--- src/rtl/uart_tx.sv ---
`default_nettype none
// ============================================================================
// Module   : uart_tx
// Brief    : 8N1 UART transmitter, one bit per clk cycle. Defining
//            UART_TX_FIFO_EN adds a 4-entry input FIFO for gapless frames.
// Revision : 1.0 - initial release
// ============================================================================
module uart_tx (
    input  logic       clk,
    input  logic       reset,
    input  logic [7:0] data_in,
    input  logic       data_valid,
    output logic       data_ready,
    output logic       signal,
    output logic       busy,
    output logic       frame_done
);

    typedef enum logic [1:0] {
        IDLE  = 2'd0,
        START = 2'd1,
        DATA  = 2'd2,
        STOP  = 2'd3
    } state_t;

    state_t     state_q, state_d;
    logic [2:0] bit_cnt_q, bit_cnt_d;
    logic [7:0] hold_q, hold_d;
    logic       signal_q, signal_d;
    logic       busy_q, busy_d;
    logic       done_q, done_d;
    logic       ready_q, ready_d;

    logic       w_push;
    logic       w_load;
    logic [7:0] w_load_byte;

    assign w_push = data_valid & ready_q;

`ifdef UART_TX_FIFO_EN
    localparam int C_DEPTH = 4;

    logic [7:0] fifo_mem_q [C_DEPTH];
    logic [1:0] wr_ptr_q, wr_ptr_d;
    logic [1:0] rd_ptr_q, rd_ptr_d;
    logic [2:0] count_q, count_d;

    // Popping in the last STOP cycle lets the next start bit follow directly.
    assign w_load      = (count_q != 3'd0) && ((state_q == IDLE) || (state_q == STOP));
    assign w_load_byte = fifo_mem_q[rd_ptr_q];

    always_comb begin
        wr_ptr_d = w_push ? wr_ptr_q + 2'd1 : wr_ptr_q;
        rd_ptr_d = w_load ? rd_ptr_q + 2'd1 : rd_ptr_q;
        count_d  = count_q + {2'b00, w_push} - {2'b00, w_load};
    end

    always_ff @(posedge clk) begin
        if (reset) begin
            wr_ptr_q <= 2'd0;
            rd_ptr_q <= 2'd0;
            count_q  <= 3'd0;
        end else begin
            wr_ptr_q <= wr_ptr_d;
            rd_ptr_q <= rd_ptr_d;
            count_q  <= count_d;
        end
    end

    always_ff @(posedge clk) begin
        if (w_push) begin
            fifo_mem_q[wr_ptr_q] <= data_in;
        end
    end
`else
    assign w_load      = w_push;
    assign w_load_byte = data_in;
`endif

    always_comb begin
        state_d   = state_q;
        bit_cnt_d = bit_cnt_q;
        hold_d    = hold_q;
        case (state_q)
            IDLE: begin
                if (w_load) begin
                    state_d = START;
                    hold_d  = w_load_byte;
                end
            end
            START: begin
                state_d   = DATA;
                bit_cnt_d = 3'd0;
            end
            DATA: begin
                if (bit_cnt_q == 3'd7) begin
                    state_d = STOP;
                end else begin
                    bit_cnt_d = bit_cnt_q + 3'd1;
                end
            end
            STOP: begin
                if (w_load) begin
                    state_d = START;
                    hold_d  = w_load_byte;
                end else begin
                    state_d = IDLE;
                end
            end
            default: state_d = IDLE;
        endcase

        // Outputs are registered versions of what the next state implies.
        signal_d = 1'b1;
        if (state_d == START) begin
            signal_d = 1'b0;
        end else if (state_d == DATA) begin
            signal_d = hold_d[bit_cnt_d];
        end
        busy_d = (state_d != IDLE);
        done_d = (state_d == STOP);
`ifdef UART_TX_FIFO_EN
        ready_d = (count_d != 3'(C_DEPTH));
`else
        ready_d = (state_d == IDLE);
`endif
    end

    always_ff @(posedge clk) begin
        if (reset) begin
            state_q   <= IDLE;
            bit_cnt_q <= 3'd0;
            hold_q    <= 8'h00;
            signal_q  <= 1'b1;
            busy_q    <= 1'b0;
            done_q    <= 1'b0;
            ready_q   <= 1'b0;
        end else begin
            state_q   <= state_d;
            bit_cnt_q <= bit_cnt_d;
            hold_q    <= hold_d;
            signal_q  <= signal_d;
            busy_q    <= busy_d;
            done_q    <= done_d;
            ready_q   <= ready_d;
        end
    end

    assign data_ready = ready_q;
    assign signal     = signal_q;
    assign busy       = busy_q;
    assign frame_done = done_q;

endmodule
`default_nettype wire

--- config.mk ---
export PLATFORM = sky130hd
export DESIGN_NAME = uart_tx
export DESIGN_NICKNAME = d
export VERILOG_FILES = /design/src/rtl/uart_tx.sv
export SDC_FILE = /design/constraint.sdc
export NUM_CORES = 1
export LEC_CHECK = 0
export ABC_AREA = 1
export CORE_UTILIZATION = 40
export DETAILED_ROUTE_END_ITERATION = 12
export REMOVE_ABC_BUFFERS = 1
export SYNTH_ARGS = -nofsm -noshare
export SYNTH_HDL_FRONTEND = slang
export SYNTH_SLANG_ARGS = --single-unit
--- constraint.sdc ---
create_clock -name clk -period 5 [get_ports clk]
set_clock_uncertainty 0.05 [all_clocks]
set_input_delay 1.5 -clock clk [delete_from_list [all_inputs] [get_ports clk]]
set_output_delay 1.5 -clock clk [all_outputs]
set_load 0.02 [all_outputs]
======== Word level (Yosys, flattened, before mapping) ========
Index checks and enable logic that the tools add are counted.
Widths: inputs -> output; s select.
word-level totals
  output and inout bits ................... 4
  word-level logic and storage cells ...... 33
  register bits after elaboration ......... 17
  input port bits ......................... 11
operators by class
  equal/unequal tests ..................... 7
  order comparisons ....................... 1
  bitwise logic cells ..................... 1
  reduce and logical (&&, ||, !) cells .... 4
  add/sub/neg operators ................... 1
  muxes and demuxes ....................... 12
operator list
  operator             number
  $mux 8               2
  $eq 2x2->1 const B   4
  $pmux 2 s4           1
  $pmux 3 s2           1
  $eq 2x1->1 const B   2
  $logic_not 2->1      2
  $lt 3x4->1 const B   1
  $mux 1               4
  $mux 2               2
  $add 3x1->3 const B  1
  $bmux 1 s3           1
  $eq 3x3->1 const B   1
  $mux 3               1
  $reduce_bool 2->1    1
  $reduce_or 2->1      1
  $and 1x1->1          1

======== Logic depth before layout (Yosys ltp) ========
Gate-level depths: netlist of the first run.
  word-level depth ........................ 7
  mapped depth ............................ 13
  gate-level depth less buffers ........... 12

======== Worst setup path after synthesis of the first run ========
OpenSTA, ideal clock, no wires.
  path type ............................... input-to-reg
  start ................................... input port data_valid
  end ..................................... register signal_q, in the netlist signal
  arrival ................................. 2.140 ns
  setup time .............................. 0.112 ns
  cell stages on the path ................. 7
  buffers on the path ..................... 0
  path slack .............................. 2.698 ns
  cell sequence ........................... nand2_1 > o21bai_1 > o311ai_1 > nor2_1 > nand3_1 > nand2_1 > nand2_1
on the way
  cells in the longest elaborated chain, start to end .. 7
  elaborated cells between the ends (all ways) .. 12
  classes of those cells .................. 2 x eq/ne; 9 x mux; 1 x bitwise
ends and longest elaborated chain
  what                          line     text
  start, declared               12       input logic data_valid,
  $and 1x1->1 (*)               38       assign w_push = data_valid & ready_q;
  $mux 8                        86, 103
  $mux 8                        --
  $bmux 1 s3                    118      signal_d = hold_d[bit_cnt_d];
  $mux 1 (implied by the code)  118
  $mux 1                        117      end else if (state_d == DATA) begin
  $mux 1 (*)                    115      if (state_d == START) begin
  end signal, assigned          142      signal_q <= signal_d;
  end, declared                 29       logic signal_q, signal_d;
Mark *: on every way between the ends. The rest lies on a longest branch, timed or not. The select of a mux whose other input is x is not followed.
A chain may end at the register's enable or synchronous reset.

======== Worst setup path in the final report of the first run ========
  start ................................... register ready_q, in the netlist data_ready
  end ..................................... output port data_ready
RTL lines
  what                    line  text
  start, declared         32    logic ready_q, ready_d;
  start signal, assigned  145   ready_q <= ready_d;
  end, declared           13    output logic data_ready,
No word-level cell between the ends.

==> run metrics, run 1 <==
routed vias=737; routed length per placed instance=10.1 microns; post-CTS resize count=0; least setup slack across all paths after layout=2.12 ns; floorplan row count=16; setup repair after global routing missed its margin=no; delay of the slowest cell on the worst path=0.63 ns; Leakage=0.472 nW; placed instance count=153; startpoint of the worst-slack reg-to-reg timing path=state_q[0]; CP max FO=4; global-route wire length before repair=2480 microns; count of final hold-check violations=0; die boundary height=47.7 microns; Worst setup EP type=primary output; worst setup path class=reg2out; clock latency reported for the late side of the worst-skew pair=0.29 ns; Filler Cell Count=224; synthesized instance count=114; Detailed Route WL=1590 microns; Metal-1 WL=774 microns; sum of buffers and inverters on the critical path=1; wire length on met2=747 microns; most frequent cell after synthesis=sky130_fd_sc_hd__nand2_1; full die area=2280 sq um; clock-pin slew on the worst setup and hold paths=0.09 ns; max-capacitance violation count=0; Seq cells post-synth=17; critical path startpoint category=flop; final RePlAce weighted congestion=0.836; power per unit of standard cell area=442 nW/um^2; largest area contributor in the synthesized netlist=sky130_fd_sc_hd__dfxtp_1; remaining design rule violation count=0; number of antenna cells inserted=0; CP max-delay cell=sky130_fd_sc_hd__clkdlybuf4s50_1; CTS tree=built; Hold Crit Class=reg2reg; post-route minimum period=2.88 ns; core box area=1960 sq um; number of primary I/O pins=15; data arrival time at the worst-slack endpoint=1.33 ns; maximum VDD drop=0.210 mV; Max Root-Sink Buffers=2; count of final setup violators=0; Horiz. Die Dim=47.7 microns; detailed router's first-iteration violation count=14; leading post-synthesis cells by cell area=sky130_fd_sc_hd__dfxtp_1 41%, sky130_fd_sc_hd__nand2_1 16%, sky130_fd_sc_hd__nand3_1 8.4%; cell family with most CP delay=buffers and inverters; Final nets=146; hold slack=0.429 ns; area growth from synthesis to layout=22.3%; via count of the first global-routing pass=585; worst-margin pin slew=0.554 ns; total gr overflow=0; result of the run=completed; top achievable clock speed=347 MHz; count of distinct cell types in the synthesized netlist=23; synthesis warning total=0; number of hold buffers added after cts=0; Async S/R FF share, synth=0; routed wl met3=57 microns; tightest slew margin relative to the limit=0.629; hpwl dp=1210 microns; root buffer selected by CTS=sky130_fd_sc_hd__clkbuf_4; required time worst endpoint=3.45 ns; highest routed layer=met4; mean number of vias per cell=4.69; final cell count without fillers=157; beginning of the worst hold path=hold_q[2]; Setup Total Neg Slack=0 ns; Tot Pwr=452 uW; top flip-flop cell by instance count after synthesis=sky130_fd_sc_hd__dfxtp_1; list of cells traversed by the critical path=clkdlybuf4s50_1; maximum level of the CTS H-tree=1; largest net degree at the start of global routing=16; CP Launch Point=data_ready; post-synthesis sequential area ratio=0.407; number of antenna violations at the first check in global routing=0; count of final max-slew check failures=0; number of nets with antenna violations after detailed routing=0; Final period util=0.577; Initial Utilization=0.426; overall global routing resource usage=0.157; number of synthesized flops with an enable pin=0; average size of a mapped cell=7.33 sq um; Port Buffers=14; fraction of synthesized cell area taken by the top area cell type=0.407; share of final-layout standard cells stronger than drive strength 1=0.0769; detailed-routing iteration count for the pre-antenna-repair pass=3; TritonCTS Sinks=17; area of the mapped netlist=836 sq um; number of setup buffers added after CTS=0; Place WS=2.01 ns; most used standard cells in the synthesized netlist=35 x sky130_fd_sc_hd__nand2_1, 17 x sky130_fd_sc_hd__dfxtp_1, 14 x sky130_fd_sc_hd__nand3_1, 13 x sky130_fd_sc_hd__inv_1, 8 x sky130_fd_sc_hd__nor2_1; number of CTS-inserted buffers=3
[power by group]
part | switching [mW] | leakage [nW] | total [mW] | internal, mW
combinational | 0.125 | 0.316 | 0.204 | 0.0789
clock | 0.0439 | 0.0177 | 0.0737 | 0.0298
sequential | 0.0141 | 0.139 | 0.175 | 0.161
[cells by family (layout without fill, tap and decap cells)]
kind of cell	count (synthesis)	after routing	synth area share
simple gates	64	64	0.353
compound gates	13	13	0.0928
flops	17	17	0.407
buf+inv	16	32	0.0868
fa+ha+maj	4	4	0.0599
[registers in the layout, indices dropped and copies added, names as in the netlist]
name and cells:
data_ready 1, frame_done 1, bit_cnt_q 3, state_q 2, busy 1, hold_q 8, signal 1
[tightest hold or removal path, cell delays in order, from the launching register on]
cell,delay [ns]
sky130_fd_sc_hd__dfxtp_1,0.31
sky130_fd_sc_hd__nand2_1,0.07
sky130_fd_sc_hd__a21oi_1,0.06
[worst paths after layout]
path,endpoint,cells after the start,slack [ns]
hold reg to reg,hold_q[2],2,0.43
hold / removal,hold_q[2],2,0.43
setup / recovery,data_ready,1,2.12
setup reg to reg,signal,11,2.99
[layer usage]
metal,GRT usage,vias up
met5,0,-
met4,0.0333,0
met3,0.0566,2
met2,0.249,9
met1,0.205,325
li1,-,401
[placed cells by master (no fill, tap or decap), drive strengths merged]
cell / n
nand2: 36
dfxtp: 17
nand3: 16
clkdlybuf4s50: 14
inv: 14
nor2: 9
a21oi: 6
ha: 4
o21ai: 4
clkbuf: 3
o21bai: 1
o311ai: 1
nor3: 1
nand4: 1
nand3b: 1
a21o: 1
clkinv: 1
[through the flow]
stage,utilization,cell area (sq um)
after global routing,0.521,1020
after global placement,0.507,995
after detailed placement,0.507,995
after floorplan,-,821
after CTS,0.521,1020
final,0.521,1020
[cell type report]
class,count,area [sq um],area share
multi-input combinational,81,423,0.414
clock buffer,3,22.5,0.0220
sequential,17,340,0.333
clock inverter,1,5.00,0.00490
inverter,14,57.6,0.0563
timing repair buffer,14,140,0.137
tap,27,33.8,0.0330
(Power assumes the default switching activity.)
==> run 2, diff against run 1 <==
PLACE_DENSITY = 0.66   (was default)
clock period = 2.6 ns   (was 5 ns; I/O delays follow)
==> run metrics, run 2 (synthesis gave the netlist of run 1 again) <==
die boundary height=47.7 microns (unchanged); proportion of power drawn by combinational gates=0.454 (+0.004); Clock Power Share=0.159 (-0.004); flip-flop count of the largest register, all copies and words added=8 (unchanged); total gr overflow=0 (unchanged); CP Launch Point=data_ready; CP max FO=4 (unchanged); multi-input combinational cell area=423 sq um (unchanged); core box area=1960 sq um (unchanged); via count of the first global-routing pass=642 (+9.7%); Final period util=0.830; sequential cell area in the final layout=340 sq um (unchanged); share of power burned in registers=0.387 (about the same); routed vias=758 (+2.8%); number of CTS-inserted buffers=3 (unchanged); CTS tree=built; number of nets with antenna violations after detailed routing=0 (unchanged); top achievable clock speed=463 MHz; required time worst endpoint=1.77 ns (-1.68 ns); area growth from synthesis to layout=23.1%; count of final max-slew check failures=0 (unchanged); Initial Utilization=0.426 (unchanged); delay of the slowest cell on the worst path=0.63 ns (about the same); data arrival time at the worst-slack endpoint=1.33 ns (about the same); biggest registers after layout=hold_q x8, bit_cnt_q x3, state_q x2; startpoint of the worst-slack reg-to-reg timing path=state_q[0]; TritonCTS Sinks=17 (unchanged); final RePlAce weighted congestion=0.851 (+1.8%); full die area=2280 sq um (unchanged); floorplan row count=16 (unchanged); critical path startpoint category=flop; Port Buffers=14 (unchanged); largest net degree at the start of global routing=11 (-5); detailed-routing iteration count for the pre-antenna-repair pass=4 (+1); clock-pin slew on the worst setup and hold paths=0.09 ns (about the same); Place WS=0.338 ns (-1.67 ns); mean number of vias per cell=4.80 (+2.2%); Horiz. Die Dim=47.7 microns (unchanged); number of antenna violations at the first check in global routing=0 (unchanged); clock latency reported for the late side of the worst-skew pair=0.28 ns (about the same); number of primary I/O pins=15 (unchanged); Max Root-Sink Buffers=2 (unchanged); max-capacitance violation count=0 (unchanged); largest reg by FF count=hold_q; post-route minimum period=2.16 ns; global-route wire length before repair=2570 microns (+3.6%); list of cells traversed by the critical path=clkdlybuf4s50_1; cell family with most CP delay=buffers and inverters; CP max-delay cell=sky130_fd_sc_hd__clkdlybuf4s50_1; number of hold buffers added after cts=0 (unchanged); Final nets=147 (+0.68%); worst setup path class=reg2out; beginning of the worst hold path=hold_q[5]; maximum VDD drop=0.386 mV (+83%); maximum level of the CTS H-tree=1 (unchanged); overall global routing resource usage=0.162 (+0.00516); sum of buffers and inverters on the critical path=1 (unchanged); post-CTS resize count=0 (unchanged); routed length per placed instance=10.1 microns (-0.63%); fraction of power spent switching nets=0.401 (-0.00311); least setup slack across all paths after layout=0.442 ns (-1.67 ns); worst-margin pin slew=0.496 ns (-0.0589 ns); Leakage=0.474 nW (+0.44%); tightest slew margin relative to the limit=0.664 (+0.0352); Detailed Route WL=1590 microns (unchanged); count of final setup violators=0 (unchanged); number of setup buffers added after CTS=0 (unchanged); most used cells in the layout excluding fill and tap cells=35 x sky130_fd_sc_hd__nand2_1, 17 x sky130_fd_sc_hd__dfxtp_1, 14 x sky130_fd_sc_hd__nand3_1, 14 x sky130_fd_sc_hd__clkdlybuf4s50_1, 13 x sky130_fd_sc_hd__inv_1; Sw Pwr=349 uW (+91%); result of the run=completed; root buffer selected by CTS=sky130_fd_sc_hd__clkbuf_4; Hold Crit Class=reg2reg; detailed router's first-iteration violation count=13 (-1); Worst setup EP type=primary output; share of final-layout standard cells stronger than drive strength 1=0.0763 (-0.000587); Filler Cell Count=201 (-10%); internal power consumption=521 uW (+93%); setup repair after global routing missed its margin=no; hpwl dp=1270 microns (+5.5%); count of final hold-check violations=0 (unchanged); power per unit of standard cell area=846 nW/um^2 (+91%); remaining design rule violation count=0 (unchanged); leading cell type in the layout, fill and taps excluded=sky130_fd_sc_hd__nand2_1; number of antenna cells inserted=0 (unchanged); Setup Total Neg Slack=0 ns (unchanged)
[run 2: cell type report]
class / instances / share of cell area
timing repair buffer: 15 / 0.144
multi-input combinational: 81 / 0.411
sequential: 17 / 0.331
inverter: 14 / 0.0560
clock buffer: 4 / 0.0255
tap: 27 / 0.0328
[run 2: power groups by stage]
stage / combinational, mW / clock, mW / sequential, mW
floorplan: 0.264 / 0 / 0.360
global placement: 0.388 / 0 / 0.340
detailed placement: 0.396 / 0 / 0.343
CTS: 0.398 / 0.142 / 0.337
global route: 0.449 / 0.157 / 0.342
finish: 0.395 / 0.138 / 0.336
[run 2: per-layer routing]
layer  up-vias  track usage  wire length [microns]
met3         4       0.0226                     63
met2        17        0.273                    732
met5         -            0                      0
met4         0       0.0833                     25
li1        399            -                      -
met1       338        0.200                    767
[run 2: through the flow]
stage               hold WS [ns]  total power, mW  instances  instance area, sq um  utilization
floorplan                  0.392            0.624        112                   821            -
global placement           0.410            0.728        154                  1000        0.511
detailed placement         0.408            0.739        154                  1000        0.511
CTS                        0.423            0.876        158                  1030        0.524
global route               0.441            0.949        158                  1030        0.524
finish                     0.425            0.870        158                  1030        0.524
[run 2: final timing paths]
| path | to | slack [ns] | depth (start not counted) |
|---|---|---|---|
| setup / recovery | data_ready | 0.44 | 1 |
| hold / removal | hold_q[5] | 0.42 | 2 |
| setup reg to reg | signal | 0.60 | 11 |
| hold reg to reg | hold_q[5] | 0.42 | 2 |
